==> src/rtl/load_store_unit_pkg.sv <==
// Shared encodings for the load/store unit: access sizes, FSM states and error bits.
package load_store_unit_pkg;

   localparam logic [1:0] SZ_BYTE = 2'b00;
   localparam logic [1:0] SZ_HALF = 2'b01;
   localparam logic [1:0] SZ_WORD = 2'b10;

   localparam int unsigned ERR_ALIGN = 0;
   localparam int unsigned ERR_RANGE = 1;

   typedef enum logic [1:0] {
      StIdle,
      StAccess,
      StMergeWr,
      StResp
   } lsu_state_e;

endpackage

==> src/rtl/lsu_lane_align.sv <==
// Combinational lane steering: load lane extract/extend and sub-word store merge.
module lsu_lane_align
   import load_store_unit_pkg::*;
(
   input  logic [31:0] word_i,
   input  logic [1:0]  off_i,
   input  logic [1:0]  size_i,
   input  logic        unsigned_i,
   input  logic [31:0] wdata_i,
   output logic [31:0] load_o,
   output logic [31:0] merge_o
);

   logic [7:0]  byte_sel;
   logic [15:0] half_sel;

   always_comb begin
      byte_sel = word_i[{off_i, 3'b000} +: 8];
      half_sel = word_i[{off_i[1], 4'b0000} +: 16];
   end

   always_comb begin
      load_o = word_i;
      unique case (size_i)
         SZ_BYTE: load_o = unsigned_i ? {24'h0, byte_sel} : {{24{byte_sel[7]}}, byte_sel};
         SZ_HALF: load_o = unsigned_i ? {16'h0, half_sel} : {{16{half_sel[15]}}, half_sel};
         default: load_o = word_i;
      endcase
   end

   // Untouched lanes keep the word read back from memory.
   always_comb begin
      merge_o = word_i;
      unique case (size_i)
         SZ_BYTE: merge_o[{off_i, 3'b000} +: 8] = wdata_i[7:0];
         SZ_HALF: merge_o[{off_i[1], 4'b0000} +: 16] = wdata_i[15:0];
         default: merge_o = wdata_i;
      endcase
   end

endmodule

==> src/rtl/load_store_unit.sv <==
// Single-outstanding load/store unit; sub-word stores are done as read-modify-write.
module load_store_unit
   import load_store_unit_pkg::*;
#(
   parameter int unsigned MEM_BYTES = 32,
   parameter int unsigned ADDR_W    = 32
) (
   input  logic              clk,
   input  logic              rst_n,
   input  logic              req_valid,
   output logic              req_ready,
   input  logic              req_we,
   input  logic [1:0]        req_size,
   input  logic              req_unsigned,
   input  logic [ADDR_W-1:0] req_addr,
   input  logic [31:0]       req_wdata,
   output logic              resp_valid,
   output logic [31:0]       resp_rdata,
   output logic [1:0]        resp_err,
   output logic [ADDR_W-1:0] mem_address,
   output logic              mem_write_en,
   output logic [31:0]       mem_write_data,
   input  logic [31:0]       mem_read_data
);

   localparam logic [ADDR_W:0] LastByte = (ADDR_W+1)'(MEM_BYTES - 1);

   lsu_state_e        state_q;
   logic              we_q;
   logic [1:0]        size_q;
   logic              uns_q;
   logic [ADDR_W-1:0] addr_q;
   logic [31:0]       wdata_q;

   logic              req_ready_q;
   logic              resp_valid_q;
   logic [31:0]       resp_rdata_q;
   logic [1:0]        resp_err_q;
   logic [ADDR_W-1:0] mem_address_q;
   logic              mem_write_en_q;
   logic [31:0]       mem_write_data_q;

   logic              misaligned;
   logic              out_of_range;
   logic [1:0]        err_d;
   logic [31:0]       load_data;
   logic [31:0]       merged_word;

   always_comb begin
      unique case (req_size)
         SZ_BYTE: misaligned = 1'b0;
         SZ_HALF: misaligned = req_addr[0];
         SZ_WORD: misaligned = |req_addr[1:0];
         default: misaligned = 1'b1;
      endcase
      // Last byte of the containing word, widened so the +3 cannot wrap.
      out_of_range = {1'b0, req_addr[ADDR_W-1:2], 2'b11} > LastByte;
      err_d = 2'b00;
      err_d[ERR_ALIGN] = misaligned;
      err_d[ERR_RANGE] = out_of_range;
   end

   lsu_lane_align u_lane_align (
      .word_i     (mem_read_data),
      .off_i      (addr_q[1:0]),
      .size_i     (size_q),
      .unsigned_i (uns_q),
      .wdata_i    (wdata_q),
      .load_o     (load_data),
      .merge_o    (merged_word)
   );

   always_ff @(posedge clk or negedge rst_n) begin
      if (!rst_n) begin
         state_q          <= StIdle;
         we_q             <= 1'b0;
         size_q           <= 2'b00;
         uns_q            <= 1'b0;
         addr_q           <= '0;
         wdata_q          <= 32'h0;
         req_ready_q      <= 1'b1;
         resp_valid_q     <= 1'b0;
         resp_rdata_q     <= 32'h0;
         resp_err_q       <= 2'b00;
         mem_address_q    <= '0;
         mem_write_en_q   <= 1'b0;
         mem_write_data_q <= 32'h0;
      end else begin
         unique case (state_q)
            StIdle: begin
               if (req_valid && req_ready_q) begin
                  we_q        <= req_we;
                  size_q      <= req_size;
                  uns_q       <= req_unsigned;
                  addr_q      <= req_addr;
                  wdata_q     <= req_wdata;
                  req_ready_q <= 1'b0;
                  if (|err_d) begin
                     resp_valid_q <= 1'b1;
                     resp_rdata_q <= 32'h0;
                     resp_err_q   <= err_d;
                     state_q      <= StResp;
                  end else begin
                     mem_address_q <= {req_addr[ADDR_W-1:2], 2'b00};
                     // Full-word stores need no read, so strobe during ACCESS.
                     if (req_we && (req_size == SZ_WORD)) begin
                        mem_write_en_q   <= 1'b1;
                        mem_write_data_q <= req_wdata;
                     end
                     state_q <= StAccess;
                  end
               end
            end
            StAccess: begin
               mem_write_en_q <= 1'b0;
               if (!we_q) begin
                  resp_valid_q <= 1'b1;
                  resp_rdata_q <= load_data;
                  state_q      <= StResp;
               end else if (size_q == SZ_WORD) begin
                  resp_valid_q <= 1'b1;
                  resp_rdata_q <= 32'h0;
                  state_q      <= StResp;
               end else begin
                  mem_write_en_q   <= 1'b1;
                  mem_write_data_q <= merged_word;
                  state_q          <= StMergeWr;
               end
            end
            StMergeWr: begin
               mem_write_en_q <= 1'b0;
               resp_valid_q   <= 1'b1;
               resp_rdata_q   <= 32'h0;
               state_q        <= StResp;
            end
            StResp: begin
               resp_valid_q <= 1'b0;
               resp_rdata_q <= 32'h0;
               resp_err_q   <= 2'b00;
               req_ready_q  <= 1'b1;
               state_q      <= StIdle;
            end
            default: state_q <= StIdle;
         endcase
      end
   end

   assign req_ready      = req_ready_q;
   assign resp_valid     = resp_valid_q;
   assign resp_rdata     = resp_rdata_q;
   assign resp_err       = resp_err_q;
   assign mem_address    = mem_address_q;
   assign mem_write_en   = mem_write_en_q;
   assign mem_write_data = mem_write_data_q;

endmodule

==> config.mk <==
export PLATFORM = sky130hd
export DESIGN_NAME = load_store_unit
export DESIGN_NICKNAME = d
export VERILOG_FILES = /design/src/rtl/load_store_unit_pkg.sv /design/src/rtl/lsu_lane_align.sv /design/src/rtl/load_store_unit.sv
export SDC_FILE = /design/constraint.sdc
export NUM_CORES = 1
export LEC_CHECK = 0
export ABC_CLOCK_PERIOD_IN_PS = 8900
export BUFFER_PORTS_ARGS = -buffer_cell sky130_fd_sc_hd__buf_4
export CAP_MARGIN = 20
export CELL_PAD_IN_SITES_DETAIL_PLACEMENT = 1
export CELL_PAD_IN_SITES_GLOBAL_PLACEMENT = 1
export CORE_ASPECT_RATIO = 1.75
export CORE_MARGIN = 2
export CORE_UTILIZATION = 46
export CTS_BUF_LIST = sky130_fd_sc_hd__clkbuf_8
export DETAILED_ROUTE_END_ITERATION = 10
export PLACE_DENSITY_LB_ADDON = 0.15
export SYNTH_ARGS = -nofsm -noshare
export SYNTH_HDL_FRONTEND = slang
export SYNTH_HIERARCHICAL = 1
export SYNTH_SLANG_ARGS = --single-unit
==> constraint.sdc <==
create_clock -name clk -period 8.9 [get_ports clk]
set_input_delay 0.89 -clock clk [delete_from_list [all_inputs] [get_ports clk]]
set_output_delay 0.89 -clock clk [all_outputs]
set_load 0.01 [all_outputs]
==> metrics list <==
- The run finished with clean final reports.
- Internal power summed over all cells: ~0.00094 W
* Number of vias in the routed layout: ~6500
- Core ar.: 16400 um2
- Number of storage elements in the synthesis netlist: 139
* Reg2Reg Setup Slack: roughly 6 ns
* Global router's overall resource usage: 29.0%
* Crit path capture type: register
- Yosys printed 6 warnings.
* Maximum clock insertion buffer count: 2
- Max Cap Violations: 0
- Setup violators final: 0
- Adding up every negative setup slack in the final design gives 0 ns.
- The final layout contains routed wiring with a total length of 25400 um.
* Standard cell area after detailed placement: between 9000 and 10000 um2
* Cell with the most instances on the worst path: sky130_fd_sc_hd__buf_4
* Net count reported at finish: 991
* Worst path slowest cell: sky130_fd_sc_hd__nand2b_1
* Met3 Resource Use GR: 5.68%
- After detailed routing, the average wire length per cell comes to between 20 and 25 um.
- After clock tree synthesis, the setup repair step added 0 buffers.
- Layout-stage area growth over the synthesis result: 27.1%
- Antenna violations before repair: 0
- Syn avg cell area: 11.0 um2
- Starting density of the core: 47.0%
- In this design, the stage delay of the slowest critical-path cell is between 0.6 and 0.7 ns.
- From left edge to right edge, the die measures approximately 100 um.
- Max IR drop VDD: 0.103 mV
- The clock arrives with 0.0153 ns of skew.
* Hold Crit Class: primary input to asynchronous set/reset pin
- Summing the sequential cell areas from Yosys gives a little under half of the chip area.
* Family with the most delay on the worst path: simple AND/OR/NAND/NOR gates
- In the routed design, unresolved DRC markers number 0.
- The startpoint identified for the worst register-to-register timing path is addr_q[1].
- Critical path type: primary input to register
- Port buffering added 201 buffers.
- DR pass1 iterations: 5
- Cell with the most instances after synthesis: sky130_fd_sc_hd__dfrtp_1
* CTS Buf Count: 17
- After clock tree synthesis, the clock-pin slew on the worst setup and hold paths is 0.08 ns.
* Number of global-route vias before repair: between 7000 and 8000
- Most area-consuming cells after synthesis: sky130_fd_sc_hd__dfrtp_1 (45%), sky130_fd_sc_hd__mux2_2 (18%), sky130_fd_sc_hd__nor2b_1 (3.6%)
- R2R Path End: mem_write_data[28]
* Non-filler instance count after layout: 1115
* Post-Synthesis Cell Area: 7690 um2
* Ratio of cells with drive above 1 in the final layout: 45.1%
* Vias per inst: 5.87
* Instance count of the mapped netlist: 700
- The floorplan step defined a die boundary enclosing 17800 um2.
* Final Power: 0.00126 W
- Peak-usage layer in the global routing report: met2
- In this run the worst setup path terminates at resp_rdata[23].
- Clock share of power: 41.8%
- The max-slew violation count was 0.
* Post-layout minimum cycle time: 3.22 ns
* Switching portion of total power: ~26%
- For this design the ratio of total power to cell area is between 100 and 150 nW/um2.
* CTS H-tree depth: 4
* IO Count: 204
- In the global route stage, met2 resource usage came out at 52.3%.
* Met1 usage in global routing: between 30% and 40%
* DRT iter0 DRCs: 272
- Leading cell types by count after synthesis: sky130_fd_sc_hd__dfrtp_1 (138), sky130_fd_sc_hd__mux2_2 (120), sky130_fd_sc_hd__nand3_1 (44), sky130_fd_sc_hd__nor2b_1 (44), sky130_fd_sc_hd__clkbuf_1 (37)
* Weighted congestion at the end of routability-driven global placement: 0.906
- Worst hold slack: around 0.36 ns
- In this run the static leakage power is about 4.7 nW.
- Library cell with the largest summed area after synthesis: sky130_fd_sc_hd__dfrtp_1
- Detailed placement ended at an HPWL of 19100 um.
- Worst reg-to-reg path cell count: 8
- Global-route wire length before repair: between 30000 and 40000 um
- After detailed placement, the design holds a cell count of 1081.
- Measured along the y axis, the die boundary spans about 180 um.
- Dominant synthesized flop cell: sky130_fd_sc_hd__dfrtp_1
- The worst path uses 36.2% of the clock period.
- For this run the aggregate overflow at the end of global routing stands at 0.
- Worst Path Max Fanout: 33
- STA classifies the critical path startpoint as a primary input.
- Data on the critical path is required at its endpoint by between 9 and 10 ns.
- Synthesis instantiated 53 different standard cells from the library.
- Core Rows: 62
- Share of async-settable or async-resettable flops after synthesis: 100%
* WP buf/inv: 3
- Summing all non-filler instances in the final layout gives an area of 9770 um2.
* Source-to-sink clock delay at the later pin of the worst-skew pair: between 0.4 and 0.5 ns
* Arrival time of the worst setup path: 3.60 ns
- The number of antenna diodes in the final layout is 0.
* Crit path depth: 8
* TritonCTS clock tree: done
- Count of flip-flops with a built-in enable after synthesis: 0
- Power dissipated by switching net loads: 0.000325 W
- In this run, post-CTS hold repair placed 0 buffers.
* Transition time at the pin with the least slew margin: 1.09 ns
- Maximum number of pins on one net before global-route repair: between 80 and 90
- Sequential cells account for roughly 50% of the total power.
* Share of Yosys cell area claimed by the top area cell type: 44.9%
- The cell sitting at the root of the clock tree is a sky130_fd_sc_hd__clkbuf_8.
- Remaining antenna violation count: 0
* Start point of the critical path: req_addr[31]
- Sinks on Clock Net: 139
* Hold Fails Final Rpt: 0
* Setup repair after global routing missed its margin: false
- Headroom to the max-slew limit came out at 25.4%.
* Gate power share: 8.1%
* Cell-by-cell listing of the critical path: buf_4, nor4_1, nand4_1, nor4b_4, buf_4, nand2b_1, buf_4, o2bb2ai_1
* Max Clk Rate: roughly 0.31 GHz
- Count of instances resized after the clock tree is built: 0
==> cell usage in the layout (no fill, tap or decap), types with 14 or more instances in the layout <==
cell type,count
sky130_fd_sc_hd__nor4_1,14
sky130_fd_sc_hd__clkbuf_8,17
sky130_fd_sc_hd__dfrtp_1,137
sky130_fd_sc_hd__nor2_1,15
sky130_fd_sc_hd__mux2_2,120
sky130_fd_sc_hd__nand3_1,43
sky130_fd_sc_hd__o21ai_0,26
sky130_fd_sc_hd__inv_1,23
sky130_fd_sc_hd__buf_4,212
sky130_fd_sc_hd__nand2_1,36
sky130_fd_sc_hd__nor2b_1,43
sky130_fd_sc_hd__o2bb2ai_1,22
sky130_fd_sc_hd__a21oi_1,29
==> power groups by stage <==
stage / logic [W] / registers [W] / clock network, W
floorplan: 0.0000313 / 0.000644 / 0
global placement: 0.0000995 / 0.000644 / 0
detailed placement: 0.000102 / 0.000644 / 0
CTS: 0.000102 / 0.000631 / 0.000545
global route: 0.000111 / 0.000631 / 0.000561
finish: 0.000103 / 0.000631 / 0.000528
==> routing by layer <==
layer,vias up,wire (um)
met5,-,0
met4,0,1050
met3,56,1300
met2,257,13700
met1,3300,9280
li1,2928,-
==> registers in the layout, summed over array words and instances, names as in the netlist, 2 cells and up <==
register	flops
mem_write_data	32
resp_rdata	32
wdata_q	32
mem_address	30
addr_q	2
resp_err	2
size_q	2
state_q	2
==> stage by stage <==
step	setup slack, ns	utilization [%]
2_1_floorplan	6.10	-
3_3_place_gp	5.44	56.9
3_5_place_dp	5.25	56.9
4_1_cts	5.72	59.4
5_1_grt	5.57	59.7
6_report	5.68	59.7
==> kinds of logic after synthesis <==
family | share of synthesized area (%)
adders and majority gates | 1.63
AOI/OAI and AO/OA | 16.5
DFF | 45.3
buffers and inverters | 4.64
and+or+nand+nor | 13.3
muxes | 18.7
other | 0.0488
==> how the worst min path moves through the flow <==
stage | startpoint | endpoint | slack (ns) | cells after the start
global route | rst_n | resp_rdata[22] | 0.39 | 1
finish | rst_n | resp_rdata[22] | 0.36 | 1
CTS | rst_n | resp_rdata[22] | 0.36 | 1
floorplan | wdata_q[19] | wdata_q[19] | 0.48 | 1
global placement | resp_rdata[24] | resp_rdata[24] | 0.47 | 1
detailed placement | resp_rdata[25] | resp_rdata[25] | 0.48 | 1
==> layout make-up <==
cell class                 instances  area [um2]
timing repair buffer             215        1660
inverter                          23        86.3
tap                              224         280
fill                            1789        6600
clock buffer                      17         234
multi-input combinational        482        3870
clock inverter                    15         163
sequential                       139        3480
Power figures use the tool's default switching activity.
